[config.mk]
export PLATFORM = sky130hd
export DESIGN_NAME = usrt_txq
export DESIGN_NICKNAME = d
export VERILOG_FILES = /design/src/rtl/usrt_txq.sv
export SDC_FILE = /design/constraint.sdc
export NUM_CORES = 1
export LEC_CHECK = 0
export ABC_CLOCK_PERIOD_IN_PS = 3700
export CAP_MARGIN = 0
export CORE_ASPECT_RATIO = 2
export CORE_UTILIZATION = 40
export DETAILED_ROUTE_END_ITERATION = 8
export HOLD_SLACK_MARGIN = 0.08
export SLEW_MARGIN = 40
export SYNTH_ARGS = -nofsm -noshare
export SYNTH_HDL_FRONTEND = slang
export SYNTH_SLANG_ARGS = --single-unit
export TNS_END_PERCENT = 50
[constraint.sdc]
create_clock -name i_Pclk -period 3.7 [get_ports i_Pclk]
set_clock_uncertainty 0.2 [all_clocks]
set_input_delay 0.37 -clock i_Pclk [delete_from_list [all_inputs] [get_ports i_Pclk]]
set_output_delay 0.37 -clock i_Pclk [all_outputs]
set_load 0.05 [all_outputs]
[src/rtl/usrt_txq.sv]
// USRT transmit channel: write-side FIFO feeding a start/data/parity/stop framing shifter.
// All transitions are paced by the one-cycle baud tick i_Bclk.
module usrt_txq #(
    parameter int unsigned DATA_W     = 8,
    parameter int unsigned FIFO_DEPTH = 4
) (
    input  logic                        i_Pclk,
    input  logic                        i_Presetn,
    input  logic                        i_Bclk,
    input  logic                        i_Enable,
    input  logic                        i_Parity_En,
    input  logic                        i_Parity_Odd,
    input  logic                        i_Two_Stop,
    input  logic                        i_Wr,
    input  logic [DATA_W-1:0]           i_Data,
    output logic                        o_Tx_Serial,
    output logic                        o_Full,
    output logic                        o_Empty,
    output logic [$clog2(FIFO_DEPTH):0] o_Level,
    output logic                        o_Ovf,
    output logic                        o_Busy,
    output logic                        o_Pready
);

    localparam int unsigned PW       = $clog2(FIFO_DEPTH);
    localparam logic [PW:0] DepthLvl = (PW + 1)'(FIFO_DEPTH);

    typedef enum logic [2:0] {StIdle, StStart, StData, StParity, StStop} state_e;

    logic [DATA_W-1:0] mem [FIFO_DEPTH];
    logic [PW-1:0]     wr_ptr_q, rd_ptr_q;
    logic [PW:0]       level_q, level_d;
    logic              full_q, empty_q, ovf_q;
    logic              push, pop;
    logic [DATA_W-1:0] head;

    state_e            state_q, state_d;
    logic [DATA_W-1:0] shreg_q, shreg_d;
    logic [3:0]        bit_cnt_q, bit_cnt_d;
    logic              par_en_q, par_en_d;
    logic              par_bit_q, par_bit_d;
    logic              two_stop_q, two_stop_d;
    logic              stop_cnt_q, stop_cnt_d;
    logic              tx_q, tx_d;
    logic              busy_q, busy_d;
    logic              pready_q, pready_d;
    logic              can_pop;

    assign push    = i_Wr & ~full_q;
    assign head    = mem[rd_ptr_q];
    assign level_d = level_q + (PW + 1)'(push) - (PW + 1)'(pop);
    // Empty is the registered flag, so a word written this cycle cannot be popped this cycle.
    assign can_pop = i_Enable & ~empty_q;

    always_ff @(posedge i_Pclk) begin
        if (push) mem[wr_ptr_q] <= i_Data;
    end

    always_ff @(posedge i_Pclk or negedge i_Presetn) begin
        if (!i_Presetn) begin
            wr_ptr_q <= '0;
            rd_ptr_q <= '0;
            level_q  <= '0;
            full_q   <= 1'b0;
            empty_q  <= 1'b1;
            ovf_q    <= 1'b0;
        end else begin
            if (push) wr_ptr_q <= wr_ptr_q + 1'b1;
            if (pop)  rd_ptr_q <= rd_ptr_q + 1'b1;
            level_q <= level_d;
            full_q  <= (level_d == DepthLvl);
            empty_q <= (level_d == '0);
            ovf_q   <= i_Wr & full_q;
        end
    end

    always_comb begin
        state_d    = state_q;
        shreg_d    = shreg_q;
        bit_cnt_d  = bit_cnt_q;
        par_en_d   = par_en_q;
        par_bit_d  = par_bit_q;
        two_stop_d = two_stop_q;
        stop_cnt_d = stop_cnt_q;
        tx_d       = tx_q;
        busy_d     = busy_q;
        pready_d   = 1'b0;
        pop        = 1'b0;
        if (i_Bclk) begin
            unique case (state_q)
                StIdle: begin
                    if (can_pop) begin
                        pop     = 1'b1;
                        state_d = StStart;
                        tx_d    = 1'b0;
                        busy_d  = 1'b1;
                    end
                end
                StStart: begin
                    tx_d      = shreg_q[0];
                    shreg_d   = shreg_q >> 1;
                    bit_cnt_d = '0;
                    state_d   = StData;
                end
                StData: begin
                    if (bit_cnt_q == 4'(DATA_W - 1)) begin
                        stop_cnt_d = 1'b0;
                        if (par_en_q) begin
                            state_d = StParity;
                            tx_d    = par_bit_q;
                        end else begin
                            state_d = StStop;
                            tx_d    = 1'b1;
                        end
                    end else begin
                        tx_d      = shreg_q[0];
                        shreg_d   = shreg_q >> 1;
                        bit_cnt_d = bit_cnt_q + 4'd1;
                    end
                end
                StParity: begin
                    state_d    = StStop;
                    tx_d       = 1'b1;
                    stop_cnt_d = 1'b0;
                end
                StStop: begin
                    if (two_stop_q && !stop_cnt_q) begin
                        stop_cnt_d = 1'b1;
                    end else begin
                        pready_d = 1'b1;
                        if (can_pop) begin
                            pop     = 1'b1;
                            state_d = StStart;
                            tx_d    = 1'b0;
                        end else begin
                            state_d = StIdle;
                            tx_d    = 1'b1;
                            busy_d  = 1'b0;
                        end
                    end
                end
                default: begin
                    state_d = StIdle;
                    tx_d    = 1'b1;
                    busy_d  = 1'b0;
                end
            endcase
        end
        // Frame format is frozen at pop time; later config changes affect the next frame only.
        if (pop) begin
            shreg_d    = head;
            par_en_d   = i_Parity_En;
            par_bit_d  = (^head) ^ i_Parity_Odd;
            two_stop_d = i_Two_Stop;
        end
    end

    always_ff @(posedge i_Pclk or negedge i_Presetn) begin
        if (!i_Presetn) begin
            state_q    <= StIdle;
            shreg_q    <= '0;
            bit_cnt_q  <= '0;
            par_en_q   <= 1'b0;
            par_bit_q  <= 1'b0;
            two_stop_q <= 1'b0;
            stop_cnt_q <= 1'b0;
            tx_q       <= 1'b1;
            busy_q     <= 1'b0;
            pready_q   <= 1'b0;
        end else begin
            state_q    <= state_d;
            shreg_q    <= shreg_d;
            bit_cnt_q  <= bit_cnt_d;
            par_en_q   <= par_en_d;
            par_bit_q  <= par_bit_d;
            two_stop_q <= two_stop_d;
            stop_cnt_q <= stop_cnt_d;
            tx_q       <= tx_d;
            busy_q     <= busy_d;
            pready_q   <= pready_d;
        end
    end

    assign o_Tx_Serial = tx_q;
    assign o_Full      = full_q;
    assign o_Empty     = empty_q;
    assign o_Level     = level_q;
    assign o_Ovf       = ovf_q;
    assign o_Busy      = busy_q;
    assign o_Pready    = pready_q;

endmodule

==> results of run 1 <==
[sequential cells by signal (all words and copies together) (netlist names), 2 cells and up]
signal	count
shreg_q	8
mem	32
o_Level	3
state_q	3
bit_cnt_q	4
rd_ptr_q	2
wr_ptr_q	2
[cells in the mapped netlist (all sizes together), types with 2 or more instances]
master | count | area share, %
o21ai | 8 | 1.4
mux2 | 2 | 0.79
and2 | 6 | 1.3
nand3 | 3 | 0.53
edfxtp | 32 | 34
xnor2 | 10 | 3.3
a21oi | 13 | 2.3
o22ai | 2 | 0.44
nor2 | 9 | 1.2
dfstp | 2 | 1.8
a31oi | 2 | 0.44
inv | 14 | 1.8
ha | 7 | 3.1
nor4b | 2 | 0.62
mux2i | 8 | 2.8
nor2b | 8 | 1.8
buf | 3 | 0.75
nand2 | 8 | 1.1
nor3b | 3 | 0.79
o31ai | 2 | 0.53
mux4 | 8 | 6.9
xor2 | 2 | 0.62
dfrtp | 30 | 26
nor4 | 2 | 0.44
clkbuf | 6 | 0.84
nor3 | 3 | 0.53
[worst max-delay path: cells and delay by family (launching register included)]
family / cells / cell delay (ps)
adders and majority gates: 3 / 830
buffers and inverters: 2 / 150
and+or+nand+nor: 4 / 650
DFF: 1 / 610
xor gates and xnor gates: 2 / 380
[cell families after synthesis]
group	Yosys count	synth area share [%]
flops	64	62.1
simple gates	46	8.72
compound gates	32	6.74
buf+inv	23	3.43
mux	18	10.5
xor+xnor	13	4.76
fa+ha+maj	8	3.79
[routing by layer]
layer	vias to the layer above	GRT usage, %
li1	804	-
met1	850	16.4
met2	25	26.9
met3	14	5.54
met4	0	8.89
met5	-	0
[path summary, 6_finish.rpt]
kind / startpoint / endpoint / cells past startpoint
max: state_q[0]$_DFFE_PN0P_ / o_Full$_DFF_PN0_ / 11
min: i_Presetn / state_q[0]$_DFFE_PN0P_ / 2
max reg2reg: state_q[0]$_DFFE_PN0P_ / o_Full$_DFF_PN0_ / 11
min reg2reg: par_bit_q$_DFFE_PN0N_ / par_bit_q$_DFFE_PN0N_ / 2
max in group asynchronous: i_Presetn / o_Tx_Serial$_DFFE_PN1P_ / 2
min in group i_Pclk: par_bit_q$_DFFE_PN0N_ / par_bit_q$_DFFE_PN0N_ / 2
[cell usage in the layout, fill, tap and decap left out, types with 8 or more instances in the layout]
cell type	count
xnor2_1	9
edfxtp_1	32
clkbuf_16	9
mux2i_1	8
nand2_1	8
nor2_1	9
nor2b_1	8
clkdlybuf4s50_1	24
dfrtp_1	30
a21oi_1	13
inv_1	14
[stage by stage]
step / hold WS (ps) / area (sq um) / setup slack (ps) / instances / power (mW)
6_report: 248 / 3510 / 782 / 329 / 3.06
3_5_place_dp: 280 / 3180 / 543 / 313 / 2.20
4_1_cts: 269 / 3510 / 764 / 329 / 3.11
3_3_place_gp: 271 / 3180 / 652 / 313 / 2.18
2_1_floorplan: -126 / 2840 / 726 / 204 / 1.94
5_1_grt: 283 / 3510 / 537 / 329 / 3.26
[power by group through the flow]
stage | registers, mW | logic (mW) | clock network (mW)
after detailed placement | 1.16 | 1.05 | 0
after global routing | 1.17 | 1.13 | 0.950
after CTS | 1.15 | 1.05 | 0.915
final | 1.14 | 1.02 | 0.894
after floorplan | 1.18 | 0.765 | 0
after global placement | 1.15 | 1.03 | 0
[area by class of cell]
cell class / instances / area (sq um) / area share, %
sequential: 64 / 1760 / 50.3
multi-input combinational: 117 / 985 / 28.1
timing repair buffer: 28 / 270 / 7.71
clock buffer: 9 / 225 / 6.42
tap: 90 / 113 / 3.21
clock inverter: 7 / 96.3 / 2.75
inverter: 14 / 52.6 / 1.50
==> results.ini, run 1 <==
[floorplanning]
core_sq_mm = 0.00689
io_pins = 25
die_h_um = 121
rows = 43
initial_core_util_pct = 41.3
die_x_um = 61.6
dieArea_sq_mm = 0.00747

[timing]
rsz0062_at_grt = no
hold_violations = 0
finalMaxSlewViolations = 0
worst_pin_slew_ps = 657
max_freq_ghz = 0.343
setup_viol = 0
maxSlewHeadroom_pct = 55.8
fin_crit_sh_pct = 78.9
layout_min_cycle_time_ps = 2920
fin_tns_setup_ps = 0

[worst_setup_path]
cp-end-kind = flop
critPathSlowestCell = dfrtp_1
r2r_slack_ps = 780
critPathArrivalTime_ps = 2960
crit_fanout = 15
crit_type = flop to flop
slowest_delay_ps = 610
worstSetupStartpointType = flop
critical_path.cell_chain = nor2_1, and2_1, nand3_1, inv_1, ha_1, inv_1, ha_1, fa_1, xnor2_1, xnor2_1, nor3b_1
critPathRequiredTime_ps = 3740

[status]
status = completed

[power_and_ir_drop]
p_int_mw = 2.07
powerDensity_mw_per_mm2 = 872
power_frac_seq_pct = 37.3
swShare_pct = 32.2
p_comb_share_pct = 33.5
pwr-share-clk_pct = 29.2
p_switching_mw = 0.985
ir_worst_vdd_v = 0.000459
p_leak_nw = 1.38

[layout]
drive_gt1_share_pct = 12.1
fill_cells = 644
nets = 258
fin_util_pct = 50.9
diodes = 0
area_growth_pct = 23.4

[clock_network]
root_buffer = clkbuf_16
clk_pin_slew_ps = 50
cts_tree = done
cts_setup_buffers = 0
post_cts_resized = 0
clock_sinks = 64
numCtsBuffers = 9
clock_path_buffers = 2
htreeDepth = 3
clock_latency_ps = 330
ctsHoldBuffers = 0

[routing]
routed_wirelength_um = 4850
route.detailed.drc = 0
top_layer = met4
dr.first_iter.drc_count = 64
routedWlPerCell_um = 14.8
drtPass1Iterations = 4
met2_length_um = 2770
vias = 1693
postRouteAntennaNets = 0
vias_per_cell = 5.15
dr_wl_met3_um = 142
drt-met1-wl_um = 1790

[place]
dp_hpwl_um = 3530
place_congestion = 0.864
io_buffers = 24

[yosys]
yosys_most_used_dff = edfxtp_1
yosysWarnings = 0
syn_inst = 204
syn_area_per_cell_sq_um = 13.9
synth_seq_cells = 64
async_reset_ff_share_pct = 50.0
syn-cell-area_sq_mm = 0.00284
synth_edf_count = 32
synth-seq-area-share_pct = 62.1
syn-num-nets = 228
synthDistinctLibCells = 40

[grt]
grt_pass1_vias = 1727
grt_max_degree = 33
grt-ovfl-total = 0
antenna_found_initial = 0
grtUsageTotal_pct = 16.0
grt_first_pass_wirelength_um = 8220

[run]
maxCapViolCount = 0

[min_path]
hold_path.class = input port to async pin

(Power assumes the default switching activity.)
==> run 2: changes to the inputs <==
Settings changed: ABC_CLOCK_PERIOD_IN_PS 3700 to 2580.
Clock period 3.7 ns to 2.58 ns, I/O delays scaled along.
==> run 2 against run 1 <==
Effect of this change:
- worst setup slack got worse by 680 ps
- critical endpoint unchanged
- final cell count rose by 2.7%
- cell area rose by 3.1%
- sequential share of layout area fell by 1.5 points
- first-iteration DRC count rose by 55%
==> results.ini, run 2 (synthesized netlist as in run 1, its figures left out) <==
[worst_setup_path]
crit_type = flop to flop
worstSetupStartpointType = flop
critPathRequiredTime_ps = 2630  ; -1110 ps
critPathArrivalTime_ps = 2530  ; -430 ps
crit_fanout = 3  ; -12
cp-end-kind = flop

[grt]
grt_pass1_vias = 1769  ; +2.4%
grt_first_pass_wirelength_um = 8590  ; +4.5%
use_met2_pct = 27.9  ; +1.0 points
grt_util_met1_pct = 17.8  ; +1.4 points
antenna_found_initial = 0  ; unchanged
grt_use_met3_pct = 3.62  ; -1.9 points
grt-ovfl-total = 0  ; unchanged
grt_busiest_layer = met2
grt_max_degree = 33  ; unchanged
grtUsageTotal_pct = 16.5  ; +0.55 points

[status]
status = completed

[timing]
setup_viol = 0  ; unchanged
hold_violations = 0  ; unchanged
maxSlewHeadroom_pct = 53.7  ; -2.1 points
fin_ws_ps = 106  ; -677 ps
fin_crit_sh_pct = 95.9  ; +17 points
max_freq_ghz = 0.404  ; +18%
finalMaxSlewViolations = 0  ; unchanged
whs_ps = 123  ; -125 ps
worst_pin_slew_ps = 689  ; +31.8 ps
layout_min_cycle_time_ps = 2470  ; -443 ps

[power_and_ir_drop]
ir_worst_vdd_v = 0.000673  ; +47%
p_total_mw = 4.53  ; +48%
p_leak_nw = 1.43  ; +3.7%
powerDensity_mw_per_mm2 = 1250  ; +44%

[floorplanning]
dieArea_sq_mm = 0.00747  ; unchanged
die_h_um = 121  ; unchanged
io_pins = 25  ; unchanged
core_sq_mm = 0.00689  ; unchanged
rows = 43  ; unchanged
die_x_um = 61.6  ; unchanged
initial_core_util_pct = 41.3  ; unchanged

[routing]
vias_per_cell = 4.93  ; -4.1%
routed_wirelength_um = 5050  ; +4.0%
routedWlPerCell_um = 14.9  ; +1.3%
drtPass1Iterations = 4  ; unchanged
postRouteAntennaNets = 0  ; unchanged
dr.first_iter.drc_count = 99  ; +55%
route.detailed.drc = 0  ; unchanged
vias = 1668  ; -1.5%

[place]
place_congestion = 0.805  ; -6.9%
dpl-instance-area_sq_mm = 0.00328  ; +3.1%
pre_cts_ws_ps = -150  ; -694 ps
dp_hpwl_um = 3570  ; +1.3%
io_buffers = 24  ; unchanged

[clock_network]
htreeDepth = 3  ; unchanged
root_buffer = clkbuf_16
clock_path_buffers = 2  ; unchanged
cts_tree = done
clk_pin_slew_ps = 60  ; about the same
clock_sinks = 64  ; unchanged
clock_latency_ps = 330  ; about the same
numCtsBuffers = 9  ; unchanged

[layout]
fill_cells = 638  ; -0.93%
nets = 267  ; +3.5%
largest_reg_flops = 32  ; unchanged
diodes = 0  ; unchanged
regArea_sq_mm = 0.00176  ; unchanged
regMostFlops = mem
reg_top3 = mem: 32 flops, shreg_q: 8 flops, bit_cnt_q: 4 flops
final_cell_mix = 32 x edfxtp_1, 30 x dfrtp_1, 24 x clkdlybuf4s50_1
mostFrequentLayoutCell = edfxtp_1
multi_input_area_sq_mm = 0.00101  ; +2.8%
stdcell_area_sq_mm = 0.00362  ; +3.1%
area_growth_pct = 27.3
drive_gt1_share_pct = 18.5  ; +6.4 points

[run]
maxCapViolCount = 0  ; unchanged

[min_path]
hold_path.class = input port to async pin

==> run 2: path summary, 6_finish.rpt <==
path	slack, ps	depth (start not counted)	endpoint	start
min in group i_Pclk	290	2	par_bit_q$_DFFE_PN0N_	par_bit_q$_DFFE_PN0N_
worst min-delay path	120	2	stop_cnt_q$_DFFE_PN0P_	i_Presetn
worst max register to register	110	11	o_Full$_DFF_PN0_	o_Empty$_DFF_PN1_
worst max-delay path	110	11	o_Full$_DFF_PN0_	o_Empty$_DFF_PN1_
max in group asynchronous	1710	2	o_Tx_Serial$_DFFE_PN1P_	i_Presetn
worst min register to register	290	2	par_bit_q$_DFFE_PN0N_	par_bit_q$_DFFE_PN0N_
==> run 2: worst max-delay path, stage by stage (launching register included) <==
cell	delay, ps
dfstp_2	530
nor2b_2	40
and2_4	140
nand3_4	60
inv_4	30
ha_1	260
inv_1	40
ha_1	180
fa_2	340
xnor2_1	190
xnor2_1	180
nor3b_2	200
==> run 2: final cells by class <==
cell class                 count  share of cell area (%)
clock buffer                   9                    6.23
clock inverter                 7                    2.66
inverter                      14                    1.52
multi-input combinational    117                    28.0
sequential                    64                    48.8
tap                           90                    3.11
timing repair buffer          37                    9.69
==> run 2: power breakdown <==
group / total, mW / internal (mW) / switching (mW)
combinational: 1.68 / 0.836 / 0.847
sequential: 1.57 / 1.40 / 0.171
clock: 1.28 / 0.844 / 0.435
total: 4.53 / 3.08 / 1.45
==> run 2: what timing repair did <==
action                                  in CTS  in global routing
buffers inserted                             0                  1
hold endpoints to repair                     0                  0
endpoints found under the setup margin       0                  1
hold buffers                                 0                  0
gates resized for setup                      0                  1
==> run 2: routing by layer <==
metal,part of all wire [%],up-vias
li1,-,817
met1,38,822
met2,56,18
met3,2.3,11
met4,2.9,0
met5,0,-
==> run 2: metrics by stage <==
stage / TNS [ps] / cells / utilization (%)
floorplan: -91.6 / 204 / -
global placement: -85.4 / 321 / 47.7
detailed placement: -181 / 321 / 47.7
CTS: 0 / 337 / 52.4
global route: -66.7 / 338 / 52.5
finish: 0 / 338 / 52.5
